## config.mk

```make
export PLATFORM = sky130hd
export DESIGN_NAME = pwm_duty_ramp
export DESIGN_NICKNAME = d
export VERILOG_FILES = /design/src/rtl/pwm_duty_ramp_pkg.sv /design/src/rtl/pwm_duty_ramp_tick_gen.sv /design/src/rtl/pwm_duty_ramp.sv
export SDC_FILE = /design/constraint.sdc
export NUM_CORES = 1
export LEC_CHECK = 0
export CORE_MARGIN = 2
export CORE_UTILIZATION = 61
export CTS_BUF_LIST = sky130_fd_sc_hd__clkbuf_4 sky130_fd_sc_hd__clkbuf_8 sky130_fd_sc_hd__clkbuf_16
export CTS_CLUSTER_SIZE = 40
export DETAILED_ROUTE_END_ITERATION = 10
export GPL_ROUTABILITY_DRIVEN = 0
export PLACE_DENSITY = 0.88
export SETUP_SLACK_MARGIN = 0.2
export SYNTH_ARGS = -nofsm -noshare
export SYNTH_HDL_FRONTEND = slang
export SYNTH_SLANG_ARGS = --single-unit
```

## constraint.sdc

```tcl
create_clock -name clk -period 11.1 [get_ports clk]
set_input_delay 3.33 -clock clk [delete_from_list [all_inputs] [get_ports clk]]
set_output_delay 3.33 -clock clk [all_outputs]
set_load 0.01 [all_outputs]
```

## src/rtl/pwm_duty_ramp_pkg.sv

```systemverilog
// Shared definitions for the duty ramp and its prescaler: duty width,
// FSM state encoding and the microsecond-to-clock-ticks conversion.
package pwm_duty_ramp_pkg;

    localparam int DUTY_W = 8;

    typedef enum logic {
        ST_IDLE = 1'b0,
        ST_RAMP = 1'b1
    } ramp_state_t;

    // Multiply before dividing so sub-MHz clocks still give a usable count.
    function automatic int us_to_ticks(input longint clk_hz, input longint us);
        return int'((clk_hz * us) / longint'(1_000_000));
    endfunction

endpackage

```

## src/rtl/pwm_duty_ramp_tick_gen.sv

```systemverilog
// Parameterised prescaler: counts 0..TICKS-1 while enabled and flags the
// last count with a one-cycle tick. Synchronous clear wins over enable.
module pwm_duty_ramp_tick_gen #(
    parameter int TICKS = 10
) (
    input  logic clk,
    input  logic rst,
    input  logic en,
    input  logic clr,
    output logic tick
);

    localparam int CW = (TICKS > 1) ? $clog2(TICKS) : 1;

    logic [CW-1:0] cnt;

    always_ff @(posedge clk) begin
        if (rst || clr) begin
            cnt <= '0;
        end else if (en) begin
            cnt <= tick ? '0 : cnt + 1'b1;
        end
    end

    assign tick = (cnt == CW'(TICKS - 1));

endmodule

```

## src/rtl/pwm_duty_ramp.sv

```systemverilog
// Slew-limited duty generator: walks the registered duty toward a loaded
// target by STEP_SIZE once per step interval, reporting busy and done.
module pwm_duty_ramp
    import pwm_duty_ramp_pkg::*;
#(
    parameter int CLK_FREQ_HZ    = 100000,
    parameter int STEP_PERIOD_US = 100,
    parameter int STEP_SIZE      = 1
) (
    input  logic              clk,
    input  logic              rst,
    input  logic              enable,
    input  logic              load,
    input  logic [DUTY_W-1:0] target,
    output logic [DUTY_W-1:0] duty,
    output logic              busy,
    output logic              done
);

    localparam int TICKS = us_to_ticks(CLK_FREQ_HZ, STEP_PERIOD_US);
    localparam logic [DUTY_W:0]   STEP9 = (DUTY_W + 1)'(STEP_SIZE);
    localparam logic [DUTY_W-1:0] STEP8 = DUTY_W'(STEP_SIZE);

    if (TICKS < 1) begin : g_bad_ticks
        $fatal(1, "pwm_duty_ramp: step interval is shorter than one clock");
    end
    if (STEP_SIZE < 1 || STEP_SIZE > 255) begin : g_bad_step
        $fatal(1, "pwm_duty_ramp: STEP_SIZE must be 1..255");
    end

    ramp_state_t       state, state_n;
    logic [DUTY_W-1:0] tgt, tgt_n, duty_n, eff_tgt;
    logic              done_n, pclr, step_tick;
    logic [DUTY_W:0]   diff, mag;

    pwm_duty_ramp_tick_gen #(
        .TICKS(TICKS)
    ) u_tick (
        .clk  (clk),
        .rst  (rst),
        .en   (state == ST_RAMP && enable),
        .clr  (pclr),
        .tick (step_tick)
    );

    always_ff @(posedge clk) begin
        if (rst) begin
            state <= ST_IDLE;
            tgt   <= '0;
            duty  <= '0;
            done  <= 1'b0;
        end else begin
            state <= state_n;
            tgt   <= tgt_n;
            duty  <= duty_n;
            done  <= done_n;
        end
    end

    // A load coinciding with a step makes the step aim at the new target.
    always_comb begin
        eff_tgt = load ? target : tgt;
        state_n = state;
        tgt_n   = eff_tgt;
        duty_n  = duty;
        done_n  = 1'b0;
        pclr    = 1'b0;
        diff    = {1'b0, eff_tgt} - {1'b0, duty};
        mag     = diff[DUTY_W] ? (~diff + 1'b1) : diff;
        case (state)
            ST_IDLE: begin
                if (load) begin
                    if (target == duty) begin
                        done_n = 1'b1;
                    end else begin
                        state_n = ST_RAMP;
                        pclr    = 1'b1;
                    end
                end
            end
            ST_RAMP: begin
                // While frozen a retarget only latches; arrival is reported
                // on the first tick after enable returns.
                if (enable && load && target == duty) begin
                    state_n = ST_IDLE;
                    done_n  = 1'b1;
                end else if (enable && step_tick) begin
                    if (mag <= STEP9) begin
                        duty_n  = eff_tgt;
                        state_n = ST_IDLE;
                        done_n  = 1'b1;
                    end else if (diff[DUTY_W]) begin
                        duty_n = duty - STEP8;
                    end else begin
                        duty_n = duty + STEP8;
                    end
                end
            end
            default: state_n = ST_IDLE;
        endcase
    end

    always_comb begin
        busy = (state == ST_RAMP);
    end

endmodule

```

==> flow_summary.toml, run 1 <==
[place]
io_buffers = 21
dpl.hpwl_um = 3450

[timing]
slew_violations = 0
hold_viol = 0
skew_ps = 5.420
setup_viol = 0
finalSetupTns_ps = 0
whs_ps = 496.5
period_share = 0.7274
rsz0062_at_grt = "no"
max-slew-margin-rel = 0.4667
period_needed_ps = 8074
tightest_slew_ps = 797.5
max_freq_mhz = 123.9

[die]
die_area_sq_um = 3780
io_pins = 22
start_util = 0.6496
die_h_um = 61.49
coreArea_sq_um = 3103
num_rows = 20
dieWidth_um = 61.49

[logic_synthesis]
netlist_instances = 249
yosysWarnings = 0
synth-seq-cells = 22
ys_seq_area_frac = 0.2185
synth_cell_types = 61
ys.flop_type = "dfxtp_1"
syn_area_sq_um = 2016
synth-async-reset-ratio = 0
synth_nets = 278
synth.avg_cell_area_sq_um = 8.095
synth-edff-count = 0

[clocking]
holdBufCountCts = 0
clock_latency_ps = 320
cts_buffers = 3
cts_resized = 0
tritoncts = "built"
post_cts_buffers = 0
clk_pin_slew_ps = 120
numClockSinks = 22
cts_root_buf = "clkbuf_4"
cts_max_level = 1
cts_max_path_buffers = 2

[critical_path]
crit_path_start_kind = "input port"
worstPathRequired_ps = 11370
end_kind = "register"
path_cells = "clkdlybuf4s50_1 > mux2i_1 > ha_1 > inv_1 > fa_1 > a21o_1 > nand4_1 > nand2_2 > a31o_4 > inv_1 > ha_1 > a21o_1 > a21oi_1 > o21ai_0 > a2111oi_0 > nor3_1 > or4bb_1 > a22oi_1 > a311o_1"
path_max_fanout = 11
critPathSlowestCell = "clkdlybuf4s50_1"
critPathKind = "input port to register"
worst_path_largest_cell_delay_ps = 830
worstPathArrival_ps = 8350

[routing]
drt_first_pass_iters = 4
wl_um = 4645
final_antenna_net_count = 0
num_vias = 1853
wl_per_cell_um = 14.94
drc = 0
via_per_inst = 5.958
drt_iter0_markers = 89

[power_and_ir_drop]
max-vdd-ir-drop_mv = 0.08461
p_leak_nw = 0.9028
p_per_area_nw_per_um2 = 98.57

[grt]
grt_pass1_wl_um = 7783
grt_pass1_vias = 1696
grt_max_degree = 24
grt-ovfl-total = 0
antenna_found_initial = 0
track_usage = 0.2716

[layout]
diodes = 0
layout.nets = 297
area_delta_synth_final_pct = 13.84
drive_gt1_frac = 0.05993

[run_status]
status = "completed"

[min_path]
hp-class = "register to register"

[run]
cap_violations = 0
## cell families after synthesis
kind of cell,Yosys count,share of synthesized area
AND/OR/NAND/NOR,94,0.2533
AO/OA/AOI/OAI,56,0.2067
adder cells (fa/ha/maj),17,0.1130
XOR/XNOR,19,0.09000
buffers and inverters,31,0.06579
multiplexers,10,0.05276
flip-flops,22,0.2185
## worst paths after layout
path	endpoint	depth (start not counted)	start	slack, ps
worst max-delay path	duty[7]$_SDFFE_PP0P_	19	load	3030
worst min-delay path	u_tick.cnt[3]$_SDFFE_PP0P_	2	u_tick.cnt[3]$_SDFFE_PP0P_	500
worst min register to register	u_tick.cnt[3]$_SDFFE_PP0P_	2	u_tick.cnt[3]$_SDFFE_PP0P_	500
worst max register to register	duty[7]$_SDFFE_PP0P_	18	tgt[0]$_SDFF_PP0_	6680
## worst max-delay path, delay by kind of cell
kind / cells / cell delay (ps)
compound gates: 8 / 1830
simple gates: 4 / 850
fa+ha+maj: 3 / 900
mux: 1 / 350
buf+inv: 3 / 1070
## metal layers
| metal | global-route usage | vias up | part of all wire | wire, um |
|---|---|---|---|---|
| met5 | 0 | - | 0 | 0 |
| met4 | 0.07295 | 0 | 0.0086 | 40 |
| met3 | 0.05462 | 8 | 0.041 | 189 |
| met2 | 0.4376 | 52 | 0.48 | 2211 |
| met1 | 0.3705 | 860 | 0.47 | 2203 |
| li1 | - | 933 | - | - |
## sequential cells by signal (all words and copies together) (netlist names)
signal / count
done: 1
duty: 8
u_tick.cnt: 4
busy: 1
tgt: 8
## cell usage in the layout, fill, tap and decap left out, types with 3 or more instances in the layout
master	instances
o21ai_0	11
a21oi_1	10
nand4_1	5
nor3_1	11
nor3b_1	4
xnor2_1	16
mux2i_1	8
dfxtp_1	22
clkdlybuf4s50_1	21
o21a_1	3
nand3b_1	4
nand2b_1	5
ha_1	15
a21o_1	4
clkbuf_4	3
nor2b_1	9
inv_1	23
nand2_1	12
nor4_1	6
nor2_1	22
nand3_1	5
## synthesized netlist by cell type, types with 6 or more instances
cell type   n  area share
mux2i_1     8       0.040
nor3_1     11       0.027
a21oi_1    10       0.025
inv_1      23       0.043
dfxtp_1    22        0.22
ha_1       15       0.093
o21ai_0    11       0.027
nor4_1      6       0.019
xnor2_1    16       0.070
nor2_1     22       0.041
nand2_1    12       0.022
nor2b_1     9       0.028
## through the flow
step / cell area (sq um) / setup slack (ps) / power, mW / utilization / cells
2_1_floorplan: 2016 / 3572 / 0.1484 / - / 249
3_3_place_gp: 2242 / 2906 / 0.1629 / 0.7226 / 307
3_5_place_dp: 2242 / 2740 / 0.1640 / 0.7226 / 307
4_1_cts: 2295 / 3070 / 0.2254 / 0.7395 / 311
5_1_grt: 2295 / 2728 / 0.2381 / 0.7395 / 311
6_report: 2295 / 3026 / 0.2262 / 0.7395 / 311
## layout make-up
class / count / area (sq um)
Clock buffer: 3 / 22.52
Clock inverter: 1 / 30.03
Fill cell: 253 / 808.3
Inverter: 23 / 86.33
Multi-Input combinational cell: 196 / 1443
Sequential cell: 22 / 440.4
Tap cell: 44 / 55.05
Timing Repair Buffer: 22 / 217.7
## power breakdown
group	leakage, nW	switching, mW	internal (mW)
sequential	0.179	0.000994	0.0811
combinational	0.696	0.0469	0.0355
clock	0.0279	0.0252	0.0365
total	0.903	0.0731	0.153
No activity file was read; power rests on OpenSTA's default activity.
==> inputs of run 2 (changes only) <==
--- a/config.mk
+++ b/config.mk
@@ -6,12 +6,12 @@
 export NUM_CORES = 1
 export LEC_CHECK = 0
 export CORE_MARGIN = 2
-export CORE_UTILIZATION = 61
+export CORE_UTILIZATION = 51
 export CTS_BUF_LIST = sky130_fd_sc_hd__clkbuf_4 sky130_fd_sc_hd__clkbuf_8 sky130_fd_sc_hd__clkbuf_16
 export CTS_CLUSTER_SIZE = 40
 export DETAILED_ROUTE_END_ITERATION = 10
 export GPL_ROUTABILITY_DRIVEN = 0
-export PLACE_DENSITY = 0.88
+export PLACE_DENSITY = 0.79
 export SETUP_SLACK_MARGIN = 0.2
 export SYNTH_ARGS = -nofsm -noshare
 export SYNTH_HDL_FRONTEND = slang
==> constraint.sdc (replaced) <==
create_clock -name clk -period 6.66 [get_ports clk]
set_input_delay 1.998 -clock clk [delete_from_list [all_inputs] [get_ports clk]]
set_output_delay 1.998 -clock clk [all_outputs]
set_load 0.01 [all_outputs]
==> flow_summary.toml, run 2 (synthesized netlist as in run 1, its figures left out) <==
[clocking]
holdBufCountCts = 0
cts_resized = 0
cts_buffers = 3
cts_root_buf = "clkbuf_8"
post_cts_buffers = 0
cts_max_level = 1
clock_latency_ps = 260
tritoncts = "built"
numClockSinks = 22
cts_max_path_buffers = 2
clk_pin_slew_ps = 80

[die]
dieWidth_um = 66.87
io_pins = 22
die_h_um = 66.87
coreArea_sq_um = 3744
num_rows = 22
start_util = 0.5384
die_area_sq_um = 4471

[routing]
wl_per_cell_um = 14.80
drc = 0
wl_met1_um = 2233
dr_wl_met3_um = 220
wl_met2_um = 2229
via_per_inst = 5.841
num_vias = 1875
top_layer = "met4"
final_antenna_net_count = 0
drt_iter0_markers = 93
drt_first_pass_iters = 4
wl_um = 4750

[power_and_ir_drop]
p_leak_nw = 0.9454
p_per_area_nw_per_um2 = 170.2
finalPower_mw = 0.4050
max-vdd-ir-drop_mv = 0.1330

[place]
dpl.hpwl_um = 3634
pre_cts_ws_ps = 58.71
io_buffers = 21

[timing]
fin_ws_ps = 701.8
hold_viol = 0
rsz0062_at_grt = "no"
max_freq_mhz = 167.8
setup_viol = 0
period_share = 0.8946
finalSetupTns_ps = 0
max-slew-margin-rel = 0.4692
period_needed_ps = 5958
skew_ps = 1.230
slew_violations = 0
tightest_slew_ps = 793.7

[grt]
grt-ovfl-total = 0
antenna_found_initial = 0
track_usage = 0.2268
grt_pass1_vias = 1757
grt_max_degree = 24
grt_pass1_wl_um = 7852

[critical_path]
path_cells = "clkdlybuf4s50_1 > mux2i_2 > ha_1 > inv_1 > fa_1 > a21o_1 > nand4_1 > nand2_2 > a31o_4 > inv_1 > ha_1 > a21o_1 > a21oi_1 > o21ai_0 > a2111oi_2 > nor3_1 > or4bb_1 > a22oi_1 > a311o_1"
path_max_fanout = 3
worstReg2RegStart = "tgt[0]$_SDFF_PP0_"
reg2reg_to = "duty[7]$_SDFFE_PP0P_"
path_depth = 19
worstPathRequired_ps = 6870
end_kind = "register"
worstPathArrival_ps = 6170
startpoint = "target[0]"
rr_worst_depth = 18
reg2reg_slack_ps = 2590
worst-path-buf-inv = 3
critPathKind = "input port to register"
worst_path_largest_cell_delay_ps = 500
crit_path_start_kind = "input port"
endpoint = "duty[7]$_SDFFE_PP0P_"
critPathSlowestCell = "or4bb_1"
critPathTopFamily = "compound AO/OA/AOI/OAI gates"

[layout]
regArea_sq_um = 440.4
final_cell_mix = "23 x inv_1, 22 x nor2_1, 22 x dfxtp_1, 20 x clkdlybuf4s50_1, 16 x xnor2_1"
n_fill_cell = 342
multi_input_area_sq_um = 1456
top_regs = "duty (8), tgt (8), u_tick.cnt (4)"
finish.utilization = 0.6357
layout_commonest_cell = "inv_1"
drive_gt1_frac = 0.09158
area_delta_synth_final_pct = 18.06
diodes = 0
layout.nets = 303

[min_path]
hp-class = "register to register"

[run]
cap_violations = 0

[run_status]
status = "completed"
run 2: cell count changes in the layout (fill, tap and decap cells not counted):
cell,previous run,this run
dlymetal6s2s_1,0,1
a2111oi_2,0,1
clkbuf_4,3,0
mux2i_2,0,2
clkdlybuf4s50_1,21,20
clkbuf_8,0,3
buf_4,1,7
a2111oi_0,1,0
mux2i_1,8,6
run 2: where the power goes:
part | internal (mW) | switching, mW | total (mW) | leakage (nW)
sequential | 0.135 | 0.00186 | 0.137 | 0.179
combinational | 0.0637 | 0.0796 | 0.143 | 0.730
clock | 0.0803 | 0.0446 | 0.125 | 0.0357
run 2: how the worst min path moves through the flow:
stage | cells past startpoint | startpoint | to
floorplan | 2 | tgt[5]$_SDFF_PP0_ | tgt[5]$_SDFF_PP0_
global placement | 2 | tgt[5]$_SDFF_PP0_ | tgt[5]$_SDFF_PP0_
detailed placement | 2 | u_tick.cnt[3]$_SDFFE_PP0P_ | u_tick.cnt[3]$_SDFFE_PP0P_
CTS | 2 | u_tick.cnt[3]$_SDFFE_PP0P_ | u_tick.cnt[3]$_SDFFE_PP0P_
global route | 2 | u_tick.cnt[3]$_SDFFE_PP0P_ | u_tick.cnt[3]$_SDFFE_PP0P_
finish | 2 | tgt[5]$_SDFF_PP0_ | tgt[5]$_SDFF_PP0_
run 2: worst min-delay path, delay by kind of cell (launching register included):
kind | cells | cell delay, ps
flops | 1 | 320
simple gates | 1 | 80
mux | 1 | 70
run 2: cell type report:
cell class / instances / share of cell area
clock buffer: 3 / 0.01735
inverter: 23 / 0.03628
multi-input combinational: 196 / 0.6120
clock inverter: 1 / 0.01262
sequential: 22 / 0.1851
timing repair buffer: 28 / 0.1115
tap: 48 / 0.02524
run 2: through the flow:
stage          area (sq um)  instances  hold slack, ps
3_5_place_dp           2292        317           493.1
2_1_floorplan          2016        249           455.8
3_3_place_gp           2292        317           467.9
4_1_cts                2364        321           508.0
6_report               2380        321           508.0
5_1_grt                2380        321           536.2
run 2: layer usage:
| metal | vias to the layer above | track usage |
|---|---|---|
| met5 | - | 0 |
| met4 | 0 | 0.03571 |
| met3 | 10 | 0.03041 |
| met2 | 57 | 0.3813 |
| met1 | 867 | 0.3137 |
| li1 | 941 | - |
